## config.mk

```make
export PLATFORM = sky130hd
export DESIGN_NAME = field_pair_tx_flat
export DESIGN_NICKNAME = d
export VERILOG_FILES = /design/src/rtl/field_pair_tx_if.sv /design/src/rtl/field_pair_tx.sv /design/src/flat_wrapper.sv
export SDC_FILE = /design/constraint.sdc
export NUM_CORES = 1
export LEC_CHECK = 0
export ABC_AREA = 1
export ABC_CLOCK_PERIOD_IN_PS = 4200
export CAP_MARGIN = 20
export CORE_MARGIN = 2
export CORE_UTILIZATION = 45
export CTS_BUF_LIST = sky130_fd_sc_hd__clkbuf_4 sky130_fd_sc_hd__clkbuf_8
export DETAILED_ROUTE_END_ITERATION = 10
export PLACE_DENSITY = 0.75
export SLEW_MARGIN = 5
export SYNTH_ARGS = -nofsm -noshare
export SYNTH_HDL_FRONTEND = slang
export SYNTH_SLANG_ARGS = --single-unit
```

## constraint.sdc

```tcl
create_clock -name clk -period 4.2 [get_ports clk]
set_clock_uncertainty 0.05 [all_clocks]
set_input_delay 1.26 -clock clk [delete_from_list [all_inputs] [get_ports clk]]
set_output_delay 1.26 -clock clk [all_outputs]
set_load 0.005 [all_outputs]
```

## src/rtl/field_pair_tx_if.sv

```systemverilog
// -----------------------------------------------------------------------------
// field_pair_tx_if
// Purpose : valid/ready payload handshake between a payload producer and the
//           field_pair_tx serializer.
// Signals : in_valid   - producer has a payload
//           in_ready   - serializer can accept a payload
//           in_payload - 3-bit code the far-end decoder must recover
//           in_route   - 0: code carried in x field, 1: code carried in y field
// Modports: master (producer side), slave (serializer side)
// -----------------------------------------------------------------------------
interface field_pair_tx_if;
    logic       in_valid;
    logic       in_ready;
    logic [2:0] in_payload;
    logic       in_route;

    modport master (
        output in_valid,
        output in_payload,
        output in_route,
        input  in_ready
    );

    modport slave (
        input  in_valid,
        input  in_payload,
        input  in_route,
        output in_ready
    );
endinterface

```

## src/rtl/field_pair_tx.sv

```systemverilog
// -----------------------------------------------------------------------------
// field_pair_tx
// Purpose : accepts a 3-bit code plus route flag, builds the x/y word pair that
//           the field-select decoder maps back to the code, and shifts the
//           12-bit frame {x_word, y_word} out MSB first, each bit held for
//           BIT_CYCLES clocks.
// Ports   : clk     - system clock (rising edge)
//           rst_n   - asynchronous active-low reset
//           in_if   - payload handshake (slave modport)
//           x_word  - x word of current/last frame
//           y_word  - y word of current/last frame
//           sdo     - serial data out
//           sframe  - high while a frame bit is on sdo
//           done    - one-cycle pulse after the last frame bit
// All outputs are registered.
// -----------------------------------------------------------------------------
module field_pair_tx #(
    parameter int unsigned BIT_CYCLES = 1
) (
    input  logic           clk,
    input  logic           rst_n,
    field_pair_tx_if.slave in_if,
    output logic [5:0]     x_word,
    output logic [5:0]     y_word,
    output logic           sdo,
    output logic           sframe,
    output logic           done
);

    typedef enum logic [1:0] {
        IDLE  = 2'd0,
        SHIFT = 2'd1,
        DONE  = 2'd2
    } state_t;

    localparam logic [3:0] CYC_LAST = 4'(BIT_CYCLES - 1);

    // route=0: sign bits equal, decoder reads ~x[5:3]; route=1: x is zero so
    // the signs differ and the decoder reads ~y[2:0].
    function automatic logic [5:0] build_x(input logic [2:0] p, input logic route);
        build_x = route ? 6'b000000 : {~p, 3'b000};
    endfunction

    function automatic logic [5:0] build_y(input logic [2:0] p, input logic route);
        build_y = route ? {1'b1, 2'b00, ~p} : {~p[2], 5'b00000};
    endfunction

    state_t      state_q, state_d;
    logic [5:0]  x_q, x_d;
    logic [5:0]  y_q, y_d;
    logic [11:0] sr_q, sr_d;
    logic [3:0]  bit_q, bit_d;
    logic [3:0]  cyc_q, cyc_d;
    logic        sdo_q, sdo_d;
    logic        sframe_q, sframe_d;
    logic        done_q, done_d;
    logic        ready_q, ready_d;
    logic        accept_s;

    assign accept_s       = in_if.in_valid & ready_q;
    assign in_if.in_ready = ready_q;
    assign x_word         = x_q;
    assign y_word         = y_q;
    assign sdo            = sdo_q;
    assign sframe         = sframe_q;
    assign done           = done_q;

    // Next-state, datapath and registered-output computation.
    always_comb begin
        state_d = state_q;
        x_d     = x_q;
        y_d     = y_q;
        sr_d    = sr_q;
        bit_d   = bit_q;
        cyc_d   = cyc_q;
        case (state_q)
            IDLE: begin
                if (accept_s) begin
                    x_d     = build_x(in_if.in_payload, in_if.in_route);
                    y_d     = build_y(in_if.in_payload, in_if.in_route);
                    sr_d    = {build_x(in_if.in_payload, in_if.in_route),
                               build_y(in_if.in_payload, in_if.in_route)};
                    bit_d   = 4'd11;
                    cyc_d   = 4'd0;
                    state_d = SHIFT;
                end else begin
                    state_d = IDLE;
                end
            end
            SHIFT: begin
                if (cyc_q == CYC_LAST) begin
                    cyc_d = 4'd0;
                    // Bit 0 finishing ends the frame; the index never wraps.
                    if (bit_q == 4'd0) begin
                        state_d = DONE;
                    end else begin
                        sr_d  = {sr_q[10:0], 1'b0};
                        bit_d = bit_q - 4'd1;
                    end
                end else begin
                    cyc_d = cyc_q + 4'd1;
                end
            end
            DONE: begin
                state_d = IDLE;
            end
            default: begin
                state_d = IDLE;
            end
        endcase

        // Outputs are derived from the next state so that, once registered,
        // they line up exactly with the state they describe.
        sframe_d = (state_d == SHIFT);
        sdo_d    = (state_d == SHIFT) ? sr_d[11] : 1'b0;
        done_d   = (state_d == DONE);
        ready_d  = (state_d == IDLE);
    end

    // State, datapath and output registers.
    always_ff @(posedge clk or negedge rst_n) begin
        if (!rst_n) begin
            state_q  <= IDLE;
            x_q      <= 6'd0;
            y_q      <= 6'd0;
            sr_q     <= 12'd0;
            bit_q    <= 4'd0;
            cyc_q    <= 4'd0;
            sdo_q    <= 1'b0;
            sframe_q <= 1'b0;
            done_q   <= 1'b0;
            ready_q  <= 1'b1;
        end else begin
            state_q  <= state_d;
            x_q      <= x_d;
            y_q      <= y_d;
            sr_q     <= sr_d;
            bit_q    <= bit_d;
            cyc_q    <= cyc_d;
            sdo_q    <= sdo_d;
            sframe_q <= sframe_d;
            done_q   <= done_d;
            ready_q  <= ready_d;
        end
    end

endmodule

```

## src/flat_wrapper.sv

```systemverilog
// flat-port wrapper written by rule: the top's interface ports become plain ports
module field_pair_tx_flat 
#(
    parameter int unsigned BIT_CYCLES = 1
)
  (clk, rst_n, x_word, y_word, sdo, sframe, done, in_if_in_valid, in_if_in_payload, in_if_in_route, in_if_in_ready);
  field_pair_tx_if in_if_i ();
  input  logic clk;
  input  logic rst_n;
  output logic [5:0] x_word;
  output logic [5:0] y_word;
  output logic sdo;
  output logic sframe;
  output logic done;
  input wire logic [$bits(in_if_i.in_valid)-1:0] in_if_in_valid;
  input wire logic [$bits(in_if_i.in_payload)-1:0] in_if_in_payload;
  input wire logic [$bits(in_if_i.in_route)-1:0] in_if_in_route;
  output wire logic [$bits(in_if_i.in_ready)-1:0] in_if_in_ready;
  assign in_if_i.in_valid = in_if_in_valid;
  assign in_if_i.in_payload = in_if_in_payload;
  assign in_if_i.in_route = in_if_in_route;
  assign in_if_in_ready = in_if_i.in_ready;
  field_pair_tx #(.BIT_CYCLES(BIT_CYCLES)) u_core (.clk(clk), .rst_n(rst_n), .in_if(in_if_i), .x_word(x_word), .y_word(y_word), .sdo(sdo), .sframe(sframe), .done(done));
endmodule
```

# After elaboration in Yosys (flattened, before gate mapping)
# Cells that the tools add are included.
# word_totals
input_bits,7
out_inout_bits,16
reg_bits,38
# op_classes
add_sub_neg,2
eq_ne,6
reduce_logical,8
muxes,18
bitwise_logic,3
# ops
op,count
12-bit 2-to-1 mux,3
12-bit case mux with 2 select lines,1
4-bit 2-to-1 mux,5
4-bit case mux with 2 select lines,2
6-bit 2-to-1 mux,2
4-bit zero test,2
4-bit by 1-bit adder with 4-bit output (second input constant),1
2-bit by 1-bit == test with 1-bit output (second input constant),2
2-bit zero test,2
2-bit 2-to-1 mux,2
2-bit by 1-bit != test with 1-bit output (second input constant),2
2-bit case mux with 2 select lines,1
2-bit AND reduction,2
4-bit AND reduction,1
4-bit by 1-bit subtractor with 4-bit output (second input constant),1
3-bit inverter,1
2-bit == test (second input constant),1
1-bit 2-to-1 mux,2
2-bit != test (second input constant),1
2-bit nonzero test,1
1-bit bitwise AND,1
1-bit inverter,1

# Longest topological paths before layout
# logic_depth
depth_word,6
depth_mapped,8

# Worst setup path before layout
# Ideal clock, no wire load.
# synth_timing
path_type,input-to-reg
startpoint,input port in_if_in_valid
endpoint,register u_core.sr_q[10]
cell_stages,6
setup_ps,125
slack_ps,2154
arrival_ps,1871
cell_sequence,nand2_1 -> nor2_4 -> inv_4 -> buf_6 -> nand3_1 -> nand3_1
# synth_via
elab_chain_len,3
# synth_rtl
element,line,text
"start, declared",flat_wrapper.sv:15,input wire logic [$bits(in_if_i.in_valid)-1:0] in_if_in_valid;
1-bit bitwise AND,field_pair_tx.sv:60,assign accept_s = in_if.in_valid & ready_q;
2-bit by 1-bit != test with 1-bit output (no line),--,
4-bit AND reduction (no line),--,
"end signal, assigned",field_pair_tx.sv:137,sr_q <= sr_d;
"end, declared",field_pair_tx.sv:51,"logic [11:0] sr_q, sr_d;"
# No other way between the ends.
# A chain may end at the register's enable or synchronous reset.

# Final worst setup path
# layout_timing
startpoint,register u_core.ready_q (netlist: u_core.in_if.in_ready)
endpoint,output port in_if_in_ready
# layout_rtl
element,line,text
"start, declared",field_pair_tx.sv:57,"logic ready_q, ready_d;"
"start signal, assigned",field_pair_tx.sv:143,ready_q <= ready_d;
"end, declared",flat_wrapper.sv:18,output wire logic [$bits(in_if_i.in_ready)-1:0] in_if_in_ready;
# No word-level cell between the ends.

==> flow_summary.ini <==
[route]
firstDrtPassIters = 4
via_per_inst = 4.67
drc_errors = 0
num_vias = 1060
drt_iter0_drc = 29
finalWirelength_mm = 2.55
postRouteAntennaNets = 0
post_drt_wl_per_cell_um = 11.2

[worst_setup_path]
cp_cell_sequence = clkdlybuf4s50_1
rr_startpoint = u_core.cyc_q[0]
path_depth = 1
required_ns = 2.89
worst_ep_arrival_time_ns = 1.36
cp_top_family = flip-flops
criticalPathCategory = flop to output pin
worstSetupStartpoint = u_core.in_if.in_ready
worst-path-buf-inv = 1
critPathSlowestCell = dfstp_2
r2r_end = u_core.bit_q[3]
crit_end = in_if_in_ready
cp_slowest_stage_delay_ns = 0.54
regToRegSetupSlack_ns = 2.61
end_kind = output pin
startpoint_type = flop
worstRegToRegCells = 7
worst-path-max-fanout = 2

[synthesis]
synth_top_area_share_pct = 52.9
ys_types = 26
ys_ff_latch = 33
synth_edf_count = 0
synth_ff_type = dfrtp_1
async_flop_share_pct = 100
ys_warn_count = 0
synth.largest_area_cell = dfrtp_1
ys_seq_area_share_pct = 54.7
syn_area_mm2 = 0.00151
synth_area_leaders = dfrtp_1 53%, nand2_1 7.9%, nand3_1 6.0%
syn_inst = 159
syn_area_per_cell_um2 = 9.51

[pwr]
total_power_mw = 1.16
p_leak_nw = 0.890
powerDensity_mw_per_mm2 = 660
ir_worst_vdd_uv = 314

[global_route]
grt_overflow = 0
grt_pass1_vias = 1035
grt_max_degree = 34
grt_pass1_wl_mm = 4.35
antenna_found_initial = 0
grt_use_total_pct = 15.8

[layout]
n_antenna_cell = 0
finalNonFillerCells = 227
final_nets = 192
syn2layout_area_growth_pct = 16.5
drive_above_1_share_pct = 15.5

[die]
io_pins = 23
die_w_um = 62.0
initial_utilization_pct = 46.1
die-area_mm2 = 0.00384
chipHeight_um = 62.0
core_mm2 = 0.00328
row_count = 21

[clock_network]
postCtsHoldBufs = 0
clk_pin_slew_ns = 0.09
cts_setup_buffers = 0
cts_tree = built
clkLatencyLatePin_ns = 0.33
cts-resized-gates = 0
cts-root-buf = clkbuf_4
cts_buffer_depth = 2
htreeDepth = 2
clock_sinks = 33
cts_buffers = 5

[flow_run]
cap_violations = 0

[hold_path]
worstHoldStart = u_core.x_word[5]
hp-class = flop to flop

[sta]
rsz0062_at_grt = no
finalSetupViolations = 0
final_hold_viol_count = 0
drv_slew = 0
max_freq_mhz = 374
post-route-min-period_ns = 2.67
tns_ns = 0
post-route-period-util_pct = 63.6

[run_status]
status = completed

[placed_design]
placed_cells = 220
io_buffers = 17
gp_congestion = 0.867
hpwl_mm = 1.90
## power breakdown
group | leakage [nW] | switching, mW | internal, mW
Clock | 0.0348 | 0.0990 | 0.0854
Sequential | 0.421 | 0.0711 | 0.445
Combinational | 0.434 | 0.259 | 0.205
Total | 0.890 | 0.429 | 0.735
## worst min path at each step
stage | to | cells past startpoint
floorplan | u_core.bit_q[0] | 1
global placement | u_core.bit_q[0] | 1
detailed placement | u_core.x_word[5] | 2
CTS | u_core.bit_q[0] | 1
global route | u_core.bit_q[0] | 1
finish | u_core.x_word[5] | 2
## logic make-up (layout without fill, tap and decap cells)
kind of cell / after synthesis / in the layout / share of synthesized area, %
AND/OR/NAND/NOR: 65 / 65 / 21.1
buffers and inverters: 34 / 52 / 10.8
flip-flops: 33 / 33 / 54.7
AO/OA/AOI/OAI: 19 / 19 / 8.11
adder cells (fa/ha/maj): 4 / 4 / 3.31
XOR/XNOR: 3 / 3 / 1.74
other: 1 / 5 / 0.248
## routing by layer
metal / vias up / wire length [um] / track usage, %
li1: 532 / - / -
met1: 495 / 1120 / 18.7
met2: 27 / 1240 / 26.2
met3: 6 / 152 / 6.00
met4: 0 / 34 / 5.47
met5: - / 0 / 0
## layout by cell type, fill, tap and decap left out, drive strengths merged
master / synthesis / routed
clkdlybuf4s50: 0 / 17
o21ai: 10 / 10
o211ai: 2 / 2
xor2: 2 / 2
ha: 4 / 4
a21oi: 3 / 3
dfstp: 1 / 1
inv: 27 / 27
clkbuf: 0 / 7
o22ai: 4 / 4
buf: 7 / 1
xnor2: 1 / 1
nor2: 10 / 10
dfrtp: 32 / 32
nand2: 35 / 35
nand3: 20 / 20
conb: 1 / 5
## sequential cells by signal, summed over array words and instances (netlist names)
| signal | cells |
|---|---|
| u_core.x_word | 3 |
| u_core.bit_q | 4 |
| u_core.done | 1 |
| u_core.sdo | 1 |
| u_core.cyc_q | 4 |
| u_core.sframe | 1 |
| u_core.state_q | 2 |
| u_core.in_if.in_ready | 1 |
| u_core.sr_q | 12 |
| u_core.y_word | 4 |
## area by class of cell
cell class | instances | area [um2]
Inverter | 27 | 104
Clock buffer | 7 | 58.8
Timing Repair Buffer | 18 | 178
Fill cell | 329 | 1520
Sequential cell | 33 | 827
Tap cell | 46 | 57.6
Multi-Input combinational cell | 96 | 537
## cell usage after synthesis, types with 2 or more instances
library cell and number:
dfrtp_1 32, nand2_1 32, inv_1 21, nand3_1 18
o21ai_0 9, nor2_1 6, buf_4 5, inv_2 5
ha_1 4, o22ai_1 4, a21oi_1 2, buf_6 2
nand2_2 2, nor2_2 2, nor2_4 2, o211ai_2 2
xor2_1 2
## stage by stage
step	util [%]	hold WS, ns	area [um2]	worst slack [ns]
finish	53.6	0.441	1760	1.53
floorplan	-	0.390	1530	2.15
global route	53.6	0.450	1760	1.46
detailed placement	51.8	0.420	1700	1.60
global placement	51.8	0.406	1700	1.64
CTS	53.6	0.443	1760	1.51
(Power assumes the default switching activity.)
